[src/rtl/ft_fault_monitor.sv]
// ft_fault_monitor
//   Debounces a stream of fault codes into a confirmed-fault state machine.
//   State changes are reported as timestamped events through a small
//   first-word-fall-through FIFO. Optional per-channel fix counters.
//
//   Optional feature macro: FT_MON_FIX_CNT_EN
//     defined   -> eight saturating 16-bit fix counters on error_fix_en
//     undefined -> fix_count tied to zero, no counter logic
//
// Ports
//   clk                      : single clock, rising edge
//   rstn                     : synchronous reset, active HIGH despite the name
//   judge_result_smoother    : fault code (0 none, 1..8 channel 0..7, 9..15 uncorrectable)
//   judge_result_smoother_en : code valid strobe
//   error_fix_en             : per-channel corrected-sample strobe
//   fault_channel_mask       : confirmed faulty channels (registered)
//   fault_state              : 0 NORMAL, 1 SUSPECT, 2 CONFIRMED, 3 RECOVER
//   evt_valid/evt_ready      : event handshake, pop on valid && ready
//   evt_data                 : {timestamp[23:0], code[3:0], type[3:0]}
//   evt_overflow             : sticky, an event was dropped on a full FIFO
//   evt_drop_cnt             : dropped events, saturating at 255
//   fix_count                : 8 x 16-bit fix counters, channel 0 in [15:0]
module ft_fault_monitor #(
  parameter int CONFIRM_CNT = 4,
  parameter int CLEAR_CNT   = 16,
  parameter int FIFO_DEPTH  = 8
) (
  input  logic         clk,
  input  logic         rstn,
  input  logic [3:0]   judge_result_smoother,
  input  logic         judge_result_smoother_en,
  input  logic [7:0]   error_fix_en,
  output logic [7:0]   fault_channel_mask,
  output logic [1:0]   fault_state,
  output logic         evt_valid,
  input  logic         evt_ready,
  output logic [31:0]  evt_data,
  output logic         evt_overflow,
  output logic [7:0]   evt_drop_cnt,
  output logic [127:0] fix_count
);

  localparam int              AW      = $clog2(FIFO_DEPTH);
  localparam logic [3:0]      CONF_C  = 4'(CONFIRM_CNT);
  localparam logic [7:0]      CLR_C   = 8'(CLEAR_CNT);
  localparam logic [AW:0]     DEPTH_C = (AW+1)'(FIFO_DEPTH);

  typedef enum logic [1:0] {
    ST_NORMAL    = 2'd0,
    ST_SUSPECT   = 2'd1,
    ST_CONFIRMED = 2'd2,
    ST_RECOVER   = 2'd3
  } state_e;

  typedef enum logic [3:0] {
    EVT_SET    = 4'd1,
    EVT_CHANGE = 4'd2,
    EVT_CLEAR  = 4'd3
  } evt_type_e;

  state_e      state_q, state_d;
  logic [3:0]  cand_q, cand_d;
  logic [3:0]  cnt_q, cnt_d;
  logic [7:0]  clr_q, clr_d;
  logic [23:0] ts_q;

  logic        evt_fire;
  evt_type_e   evt_type;
  logic [3:0]  evt_code;

  logic        pend_vld;
  logic [31:0] pend_data;

  // Confirmed channels: a single bit for a channel fault, all bits for an
  // uncorrectable code.
  function automatic logic [7:0] mask_of(input state_e s, input logic [3:0] c);
    logic [7:0] m;
    m = 8'h00;
    if (s == ST_CONFIRMED || s == ST_RECOVER) begin
      if (c >= 4'd1 && c <= 4'd8) m = 8'h01 << (c - 4'd1);
      else if (c >= 4'd9)         m = 8'hFF;
    end
    return m;
  endfunction

  // NOTE: every output of a combinational block gets a default first, so no
  // path through the case statement can leave a latch behind.
  always_comb begin
    state_d  = state_q;
    cand_d   = cand_q;
    cnt_d    = cnt_q;
    clr_d    = clr_q;
    evt_fire = 1'b0;
    evt_type = EVT_SET;
    evt_code = cand_q;
    if (judge_result_smoother_en) begin
      case (state_q)
        ST_NORMAL: begin
          if (judge_result_smoother != 4'd0) begin
            state_d = ST_SUSPECT;
            cand_d  = judge_result_smoother;
            cnt_d   = 4'd1;
          end
        end
        ST_SUSPECT: begin
          if (judge_result_smoother == 4'd0) begin
            state_d = ST_NORMAL;
            cnt_d   = 4'd0;
          end else if (judge_result_smoother == cand_q) begin
            cnt_d = cnt_q + 4'd1;
            if (cnt_q + 4'd1 == CONF_C) begin
              state_d  = ST_CONFIRMED;
              evt_fire = 1'b1;
              evt_type = EVT_SET;
            end
          end else begin
            cand_d = judge_result_smoother;
            cnt_d  = 4'd1;
          end
        end
        ST_CONFIRMED: begin
          if (judge_result_smoother == 4'd0) begin
            state_d = ST_RECOVER;
            clr_d   = 8'd1;
          end else if (judge_result_smoother != cand_q) begin
            cand_d   = judge_result_smoother;
            evt_fire = 1'b1;
            evt_type = EVT_CHANGE;
            evt_code = judge_result_smoother;
          end
        end
        ST_RECOVER: begin
          if (judge_result_smoother == 4'd0) begin
            clr_d = clr_q + 8'd1;
            if (clr_q + 8'd1 == CLR_C) begin
              state_d  = ST_NORMAL;
              clr_d    = 8'd0;
              cnt_d    = 4'd0;
              evt_fire = 1'b1;
              evt_type = EVT_CLEAR;
            end
          end else begin
            state_d = ST_CONFIRMED;
            clr_d   = 8'd0;
            if (judge_result_smoother != cand_q) begin
              cand_d   = judge_result_smoother;
              evt_fire = 1'b1;
              evt_type = EVT_CHANGE;
              evt_code = judge_result_smoother;
            end
          end
        end
        default: state_d = ST_NORMAL;
      endcase
    end
  end

  // NOTE: clocked state uses non-blocking assignments so every register
  // samples the pre-edge value of every other register.
  always_ff @(posedge clk) begin
    if (rstn) begin
      state_q            <= ST_NORMAL;
      cand_q             <= 4'd0;
      cnt_q              <= 4'd0;
      clr_q              <= 8'd0;
      ts_q               <= 24'd0;
      fault_channel_mask <= 8'h00;
      pend_vld           <= 1'b0;
      pend_data          <= 32'd0;
    end else begin
      state_q            <= state_d;
      cand_q             <= cand_d;
      cnt_q              <= cnt_d;
      clr_q              <= clr_d;
      ts_q               <= ts_q + 24'd1;
      fault_channel_mask <= mask_of(state_d, cand_d);
      // Event is staged here and pushed into the FIFO on the next edge.
      pend_vld           <= evt_fire;
      pend_data          <= {ts_q, evt_code, evt_type};
    end
  end

  assign fault_state = state_q;

  // Event FIFO
  logic [31:0]   mem [FIFO_DEPTH];
  logic [AW-1:0] wr_ptr, rd_ptr;
  logic [AW:0]   count_q;
  logic          full, pop, push_ok, drop;

  assign full    = (count_q == DEPTH_C);
  assign pop     = evt_valid && evt_ready;
  assign push_ok = pend_vld && (!full || pop);
  assign drop    = pend_vld && full && !pop;

  always_ff @(posedge clk) begin
    if (rstn) begin
      wr_ptr       <= '0;
      rd_ptr       <= '0;
      count_q      <= '0;
      evt_overflow <= 1'b0;
      evt_drop_cnt <= 8'd0;
    end else begin
      if (push_ok) wr_ptr <= wr_ptr + 1'b1;
      if (pop)     rd_ptr <= rd_ptr + 1'b1;
      if (push_ok && !pop)      count_q <= count_q + 1'b1;
      else if (!push_ok && pop) count_q <= count_q - 1'b1;
      if (drop) begin
        evt_overflow <= 1'b1;
        if (evt_drop_cnt != 8'hFF) evt_drop_cnt <= evt_drop_cnt + 8'd1;
      end
    end
  end

  // NOTE: the storage array is deliberately not reset; the pointers define
  // which entries are live and evt_data is forced to zero while empty.
  always_ff @(posedge clk) begin
    if (!rstn && push_ok) mem[wr_ptr] <= pend_data;
  end

  assign evt_valid = (count_q != '0);
  assign evt_data  = evt_valid ? mem[rd_ptr] : 32'd0;

`ifdef FT_MON_FIX_CNT_EN
  logic [15:0] fix_q [8];

  always_ff @(posedge clk) begin
    for (int i = 0; i < 8; i++) begin
      if (rstn)                                     fix_q[i] <= 16'd0;
      else if (error_fix_en[i] && fix_q[i] != 16'hFFFF) fix_q[i] <= fix_q[i] + 16'd1;
    end
  end

  always_comb begin
    fix_count = '0;
    for (int i = 0; i < 8; i++) fix_count[16*i +: 16] = fix_q[i];
  end
`else
  logic unused_fix_en;
  assign unused_fix_en = ^error_fix_en;
  assign fix_count     = '0;
`endif

endmodule

[config.mk]
export PLATFORM = sky130hd
export DESIGN_NAME = ft_fault_monitor
export DESIGN_NICKNAME = d
export VERILOG_FILES = /design/src/rtl/ft_fault_monitor.sv
export SDC_FILE = /design/constraint.sdc
export NUM_CORES = 1
export LEC_CHECK = 0
export ABC_AREA = 1
export BUFFER_PORTS_ARGS = -buffer_cell sky130_fd_sc_hd__buf_4
export CAP_MARGIN = 20
export CORE_MARGIN = 10
export CORE_UTILIZATION = 43
export CTS_CLUSTER_DIAMETER = 150
export DETAILED_ROUTE_END_ITERATION = 12
export PLACE_DENSITY = 0.58
export SETUP_SLACK_MARGIN = 0.3
export SYNTH_ARGS = -nofsm -noshare
export SYNTH_HDL_FRONTEND = slang
export SYNTH_SLANG_ARGS = --single-unit
[constraint.sdc]
create_clock -name clk -period 5.2 [get_ports clk]
set_input_delay 0.78 -clock clk [delete_from_list [all_inputs] [get_ports clk]]
set_output_delay 0.78 -clock clk [all_outputs]
set_load 0.02 [all_outputs]
==> impl.org, run 1 <==
** Clocking
- Clock Sinks :: 343
- Post-CTS timing repair inserted 0 buffers for setup.
- The number of clock buffers added by TritonCTS is 37.
- TritonCTS built the clock tree.
- Clock latency at the later pin of the worst-skew pair :: 0.52 ns
- CTS H-tree depth :: 2
- Cts repair resizes :: 0
- The root buffer cell chosen for the clock tree is clkbuf_16.
- Clock transition at the register clock pins on the worst setup and hold paths after CTS :: 0.06 ns
- In this run the deepest clock path goes through 3 buffers.
- After clock tree synthesis, the flow added hold-fix buffers numbering 0.

** Place
- Before CTS, the worst setup slack after placement is 2.106 ns.
- In this run, placement finished with an instance count of 1905.
- The congestion estimate from routability-driven global placement came to 0.8296.
- The HPWL after detailed placement is 19240 um.
- The placed instances occupy a cell area of 15280 um^2.
- Count of input and output buffers :: 57

** Final layout
- Across the whole layout, storage elements account for 9274 um^2.
- Total non-filler cell area in the finished layout :: 16460 um^2
- Most frequent standard cell in the layout excluding fill and tap cells :: nor2_1
- Once layout is complete, the utilization of the core stands at 48.71%.
- Antenna fix cells :: 0
- Compared with the post-synthesis result, the final layout area differs by 11.09%.
- Number of nets in the layout :: 1524
- Layout cells sized above 1 :: 12.79%
- The top cell types in the final layout, fill and taps aside, are nor2_1, edfxtp_1, o21ai_0, nand2_1, conb_1.
- After the flow finishes, the layout carries non-filler instances totaling 1973.
- The multi-input combinational cells in the finished layout cover a total of 4476 um^2.
- Filler Cell Count :: 3106

** Worst setup path
- For the worst setup path, the data arrival time is 2.63 ns.
- The number of buffers and inverters on the critical path is 3.
- Data required, critical path :: 4.42 ns
- In this design, the stage delay of the slowest critical-path cell is 0.60 ns.
- Cell breakdown of the critical path :: inv_2 > buf_4 > o21ai_0 > o22ai_1 > o21ai_0 > a31oi_1 > buf_4
- Critical Setup Path Class :: reg2out
- STA classifies the critical path endpoint as a primary output.
- Slowest library cell on the worst path :: inv_2
- Maximum fanout along the worst path :: 44
- Critical path launch point type :: flop
- CP delay by family, top :: buffers and inverters

** STA
- Pins over their slew limit :: 0
- Worst Setup Slack, final :: 1.792 ns
- In this run the tightest slew margin relative to its limit is 32.80%.
- Total of endpoints with negative setup slack in the final report :: 0
- At the pin with the least slew margin, the transition time is 1.007 ns.
- Setup TNS after final layout :: 0 ns
- Clock period minus final worst setup slack :: 3.408 ns
- Derived from the worst setup path, the maximum achievable clock frequency is 293.4 MHz.
- Crit share post-route :: 65.55%
- The final count of hold timing violations was 0.
- Clock Skew :: 0.01286 ns
- Setup repair after global routing left no endpoint under its margin.
- The tightest hold path in the finished design has a slack of 0.4518 ns.

** Floorplanning
- Measured along the y axis, the die boundary spans 205.6 um.
- During I/O placement, the number of pins put on the boundary was 196.
- Floorplan die width :: 205.6 um
- The core region is 33780 um^2.
- Die ar. :: 42280 um^2
- For this configuration, the core starts out at a cell density of 43.85%.
- The floorplan has 67 rows.

** Routing
- Using the TritonRoute via totals, the vias-per-cell ratio works out to 4.856.
- The first detailed-routing pass took 6 iterations.
- Number of vias in the routed layout :: 9581
- Routed Antenna Nets :: 0
- After detailed routing, no signal wire sits above met4.
- Number of DRC violations after detailed-routing iteration 0 :: 530
- In the routed design, unresolved DRC markers number 0.
- Detailed routing placed a total of 1441 um of wire on met3.
- Wire length per cell :: 16.32 um
- Routed length on met2 :: 16430 um
- Routed wire length :: 32190 um
- The detailed router put a total of 13830 um of wire on met1.

** Logic synthesis
- After technology mapping, the gate count stands at 1441.
- In the synthesized netlist the async set-or-reset flop fraction comes to 0%.
- Count of flip-flops with a built-in enable after synthesis :: 240
- After synthesis, the mean cell area works out to 10.28 um^2.
- After synthesis the netlist holds a flip-flop and latch count of 343.
- Among all flip-flop cells after synthesis, the most frequent one is edfxtp_1.
- Number of warning messages in the yosys log :: 0
- The synthesized netlist occupies a cell area of 14810 um^2.
- Of the synthesized area, sequential elements account for 62.57%.
- Yosys mapped the design onto 39 distinct sky130hd cell types.

** Power and ir drop
- Leakage dissipation :: 6.141 nW
- In this run the power density over the cells is 460.9 nW/um^2.
- Overall power after layout :: 7.585 mW
- Peak supply drop :: 0.2766 mV

** Global route
- After global routing the overflow that remains totals 0.
- GRT Overall Usage :: 15.04%
- The number of global-route vias before repair is 9597.
- Entering global routing, the biggest net connects 65 pins.
- First-pass GRT wire length :: 51100 um
- Initial antenna violation count :: 0

** Hold path
- In this run the worst hold path is classified as reg2reg.

** Run status
- The run finished with clean final reports.

** Flow run
- Across the run, the number of max-cap violations was 0.
-- kinds of logic after synthesis --
group                    synth area share (%)
XOR/XNOR                               0.5912
adder cells (fa/ha/maj)                 1.064
buffers and inverters                   10.79
AND/OR/NAND/NOR                         14.36
other                                 0.02531
AO/OA/AOI/OAI                           10.60
flip-flops                              62.57
-- path summary, 6_finish.rpt --
kind,cells after the start,to,slack (ns),start
min,2,pend_data[9],0.45,ts_q[1]
max,7,evt_data[4],1.79,flop
max reg2reg,9,mem[3][13],2.46,count_q[0]
min reg2reg,2,pend_data[9],0.45,ts_q[1]
-- cells in the mapped netlist, drive strengths merged (4+ instances only) --
cell,count,area [um^2]
a21oi,50,250.2
a31oi,36,225.2
buf,146,1047
clkbuf,45,168.9
dfxtp,103,2062
edfxtp,240,7207
ha,11,137.6
inv,101,379.1
nand2,145,579.3
nand3,21,122.6
nand4,11,98.84
nor2,277,1100
nor3,25,166.4
nor4,4,25.02
o21ai,173,869.6
o22ai,30,187.7
xor2,10,87.58
-- worst register-to-register path, delay by kind of cell, from the launching register on --
family	cells	cell delay [ns]
AND/OR/NAND/NOR	7	1.42
buffers and inverters	2	0.58
flip-flops	1	0.41
-- registers in the layout, summed over array words and instances (netlist names), named ones only --
signal              cells
cand_q                  4
clr_q                   8
cnt_q                   4
count_q                 4
evt_drop_cnt            8
evt_overflow            1
fault_channel_mask      8
fault_state             2
mem                   240
pend_data              30
pend_vld                1
rd_ptr                  3
ts_q                   24
wr_ptr                  3
-- metal layers --
| metal | vias to the layer above | global-route usage (%) |
|---|---|---|
| li1 | 4770 | - |
| met1 | 4598 | 18.02 |
| met2 | 172 | 27.06 |
| met3 | 41 | 3.004 |
| met4 | 0 | 3.702 |
| met5 | - | 0 |
-- where the power goes --
| part | switching [mW] | internal [mW] |
|---|---|---|
| clock network | 1.04 | 1.48 |
| logic | 1.39 | 0.674 |
| registers | 0.0556 | 2.95 |
-- final cells by class --
class                   count  share of cell area (%)
clock buffers              57                   6.767
clock inverters            11                  0.3953
inverters                 102                   2.326
multi-input cells         934                   27.20
flip-flops and latches    343                   56.35
well taps                 448                   3.406
repair buffers             78                   3.558
Note: power is estimated with default switching activity, not from simulation.
==> run 2, diff against run 1 <==
--- a/config.mk
+++ b/config.mk
@@ -5,14 +5,14 @@
 export SDC_FILE = /design/constraint.sdc
 export NUM_CORES = 1
 export LEC_CHECK = 0
-export ABC_AREA = 1
+export ABC_AREA = 0
 export BUFFER_PORTS_ARGS = -buffer_cell sky130_fd_sc_hd__buf_4
 export CAP_MARGIN = 20
 export CORE_MARGIN = 10
 export CORE_UTILIZATION = 43
 export CTS_CLUSTER_DIAMETER = 150
 export DETAILED_ROUTE_END_ITERATION = 12
-export PLACE_DENSITY = 0.58
+export PLACE_DENSITY = 0.59
 export SETUP_SLACK_MARGIN = 0.3
 export SYNTH_ARGS = -nofsm -noshare
 export SYNTH_HDL_FRONTEND = slang
==> constraint.sdc (replaced) <==
create_clock -name clk -period 3.35 [get_ports clk]
set_input_delay 0.5025 -clock clk [delete_from_list [all_inputs] [get_ports clk]]
set_output_delay 0.5025 -clock clk [all_outputs]
set_load 0.02 [all_outputs]
==> impl.org, run 2 <==
** Run status
- The flow ran to the end, and the final reports show no timing, DRC or antenna violations.

** Clocking
- Buffers added to address setup during post-CTS repair amount to 0.
- Clock tree from TritonCTS :: yes
- After clock tree synthesis, the clock-pin slew on the worst setup and hold paths is 0.06 ns.
- In this run the number of H-tree levels came out at 2.
- Buffers inserted during clock tree synthesis total 36.
- The tree is rooted in a clkbuf_16.
- Clock tree buffer depth :: 3
- The tree built by TritonCTS fans out to 343 sinks.
- Clock latency at the later pin of the worst-skew pair :: 0.51 ns

** STA
- After routing, the total negative slack on setup checks comes to 0 ns.
- On the final layout, the worst clock skew is 0.01427 ns.
- Slew Limit Headroom :: 46.70%
- Worst-margin pin slew :: 0.7995 ns
- Clock period minus final worst setup slack :: 2.872 ns
- Final-report hold violation count :: 0
- Setup repair after global routing missed its margin :: no
- The final number of max-transition violations was 0.
- Of the available clock period, the critical path in the final layout requires 85.72%.
- Derived from the worst setup path, the maximum achievable clock frequency is 348.2 MHz.
- Total of endpoints with negative setup slack in the final report :: 0

** Final layout
- In the final layout, the multi-input gates occupy 4509 um^2.
- Antenna fix cells :: 0
- In the layout the commonest cells are edfxtp_1, conb_1, nor2_1, dfxtp_1, buf_4.
- Area used by sequential logic in the layout :: 9275 um^2
- Cells fill 49.55% of the core in the end.
- The largest registers in the layout are mem (240), pend_data (30), ts_q (24).
- Largest register FFs :: 240
- The library cell used most frequently in the layout, excluding fill and tap cells, is edfxtp_1.
- Layout cells sized above 1 :: 20.16%
- Total non-filler cell area in the finished layout :: 16240 um^2
- After the last flow step, the layout net total stands at 1096.
- Area added between synthesis and finish :: 12.77%
- Largest reg by FF count :: mem
- The filler cells instantiated in the layout total 2852.

** Worst setup path
- The worst setup path is captured at a primary output.
- In this design, the stage delay of the slowest critical-path cell is 0.58 ns.
- Maximum fanout along the worst path :: 15
- In this run the critical register-to-register path is launched from clr_q[0].
- Setup slack on the worst flop-to-flop path :: 0.67 ns
- Cell breakdown of the critical path :: buf_6 > mux4_2 > mux2i_1 > nor2_1 > buf_4
- Logic depth of the worst register-to-register path :: 7
- Data arrives at the worst endpoint at 2.37 ns.
- The worst register-to-register path ends at cnt_q[3].
- Critical Setup Path Class :: reg2out
- For the worst setup path, the data required time is 2.85 ns.
- Slowest library cell on the worst path :: dfxtp_4
- Critical path launch point type :: flop

** Global route
- Global routing used 17.36% of the available met1 tracks.
- Entering global routing, the biggest net connects 78 pins.
- Most utilized layer in the global route result :: met2
- In the global route stage, met3 resource usage came out at 2.547%.
- Congestion Overflow GR :: 0
- Via count of the first global-routing pass :: 7644
- Met2 track demand over resource in global routing :: 22.55%
- Initial antenna violation count :: 0
- GRT Overall Usage :: 13.34%
- First-pass GRT wire length :: 43670 um

** Logic synthesis
- By count the netlist is led by edfxtp_1, buf_4, nor2_1.
- Sequential cells were found to cover 64.34% of the synthesized design area.
- Syn_area_per_cell :: 14.55 um^2
- The number of different library cells used by synthesis comes to 63.
- Post-synth top area cell :: edfxtp_1
- Synthesized area :: 14410 um^2
- Yosys instantiated no cell more often than edfxtp_1.
- By area the synthesized netlist is led by edfxtp_1, dfxtp_1, mux4_2, buf_4, nor2_1.
- Top FF cell, synth :: edfxtp_1
- Proportion of register bits with asynchronous set or reset after synthesis :: 0%
- Seq cells post-synth :: 343
- The synthesized design contains 240 enable-type register cells.
- Area fraction of the dominant cell type after synthesis :: 50.03%
- Cells after synthesis :: 990
- For this run, the number of Yosys warnings is 0.

** Place
- Count of input and output buffers :: 57
- Once detailed placement completed, the half-perimeter wirelength came to 17040 um.
- Routability-driven placement finished with a final weighted congestion of 0.7426.
- Placed Instance Area :: 14980 um^2

** Floorplanning
- Die outline height :: 203.0 um
- Number of top-level design ports :: 196
- Core Footprint :: 32780 um^2
- Once the floorplan was initialized, standard cells occupied 43.94% of the core.
- The floorplan step defined a die boundary enclosing 41220 um^2.
- The floorplan step set the die width to 203.0 um.
- Row generation in the floorplan step produced 66 rows.

** Routing
- Via density per instance :: 4.845
- Summed over all layers, the routed wires come to 28190 um.
- The count of nets left with antenna violations once routing finished came out at 0.
- In the routed design, unresolved DRC markers number 0.
- The detailed router finished its first iteration with 435 violations.
- Number of vias in the routed layout :: 7452
- After detailed routing, the average wire length per cell comes to 18.33 um.
- For this run, the detailed router's first-pass iteration total came to 4.

** Hold path
- The startpoint identified for the worst hold timing path is rstn.
- Hold Path Cell Cnt :: 2
- The worst hold path terminates at evt_drop_cnt[1].
- The worst hold path belongs to the class in2reg.

** Flow run
- The tool flagged a number of max-cap violations equal to 0.

** Power and ir drop
- For this design the static power due to leakage is 5.770 nW.
- Across the VDD grid, the largest voltage drop is 0.2865 mV.
- Dividing total power by cell area gives a power density of 542.6 nW/um^2.
-- run 2: timing repair --
item | in CTS | in global routing
resized for setup | 0 | 2
setup endpoints to repair | 0 | 4
hold buffers | 0 | 0
-- run 2: through the flow --
stage               hold slack (ns)  cells  power [mW]  setup slack (ns)
floorplan                    0.4370   1119       4.914            0.5971
finish                       0.3347   1538       8.814            0.4783
detailed placement           0.4614   1471       4.829            0.6699
CTS                          0.3194   1537       8.898            0.3576
global route                 0.3424   1538       9.106            0.3178
global placement             0.4572   1471       4.828            0.6959
-- run 2: layout make-up --
| class | count | share of cell area, % |
|---|---|---|
| Sequential cell | 343 | 57.10 |
| Multi-Input combinational cell | 601 | 27.76 |
| Clock buffer | 45 | 6.208 |
| Timing Repair Buffer | 80 | 4.028 |
| Tap cell | 442 | 3.404 |
| Clock inverter | 21 | 1.363 |
| Inverter | 6 | 0.1386 |
-- run 2: metal layers --
| layer | vias up | part of all wire, % |
|---|---|---|
| met3 | 32 | 3.7 |
| met2 | 134 | 50 |
| li1 | 3551 | - |
| met5 | - | 0 |
| met4 | 0 | 1.5 |
| met1 | 3735 | 45 |
-- run 2: critical path: cells and delay by family, from the launching register on --
kind	cells	cell delay (ns)
buffers and inverters	2	0.46
DFF	1	0.58
muxes	2	0.74
and+or+nand+nor	1	0.06
-- run 2: how the worst max path moves through the flow --
stage               from           end  slack (ns)  cells past startpoint
3_5_place_dp    clr_q[0]      cnt_q[3]        0.67                      7
6_report            flop  evt_data[19]        0.48                      5
3_3_place_gp   evt_ready    count_q[3]        0.70                     13
5_1_grt             flop  evt_data[19]        0.32                      5
2_1_floorplan  evt_ready     mem[7][0]        0.60                      6
4_1_cts             flop  evt_data[19]        0.36                      5
-- run 2: logic make-up after synthesis --
group           synth area share, %
compound gates                3.770
buf+inv                       8.278
xor+xnor                      2.371
other cells                 0.02603
flops                         64.34
simple gates                  8.512
mux                           11.60
fa+ha+maj                     1.094
-- run 2: where the power goes --
group	switching, mW	leakage [nW]	internal (mW)
Sequential	0.0198	3.16	4.50
Combinational	0.198	2.02	0.0310
Clock	1.61	0.592	2.46
Total	1.82	5.77	6.99
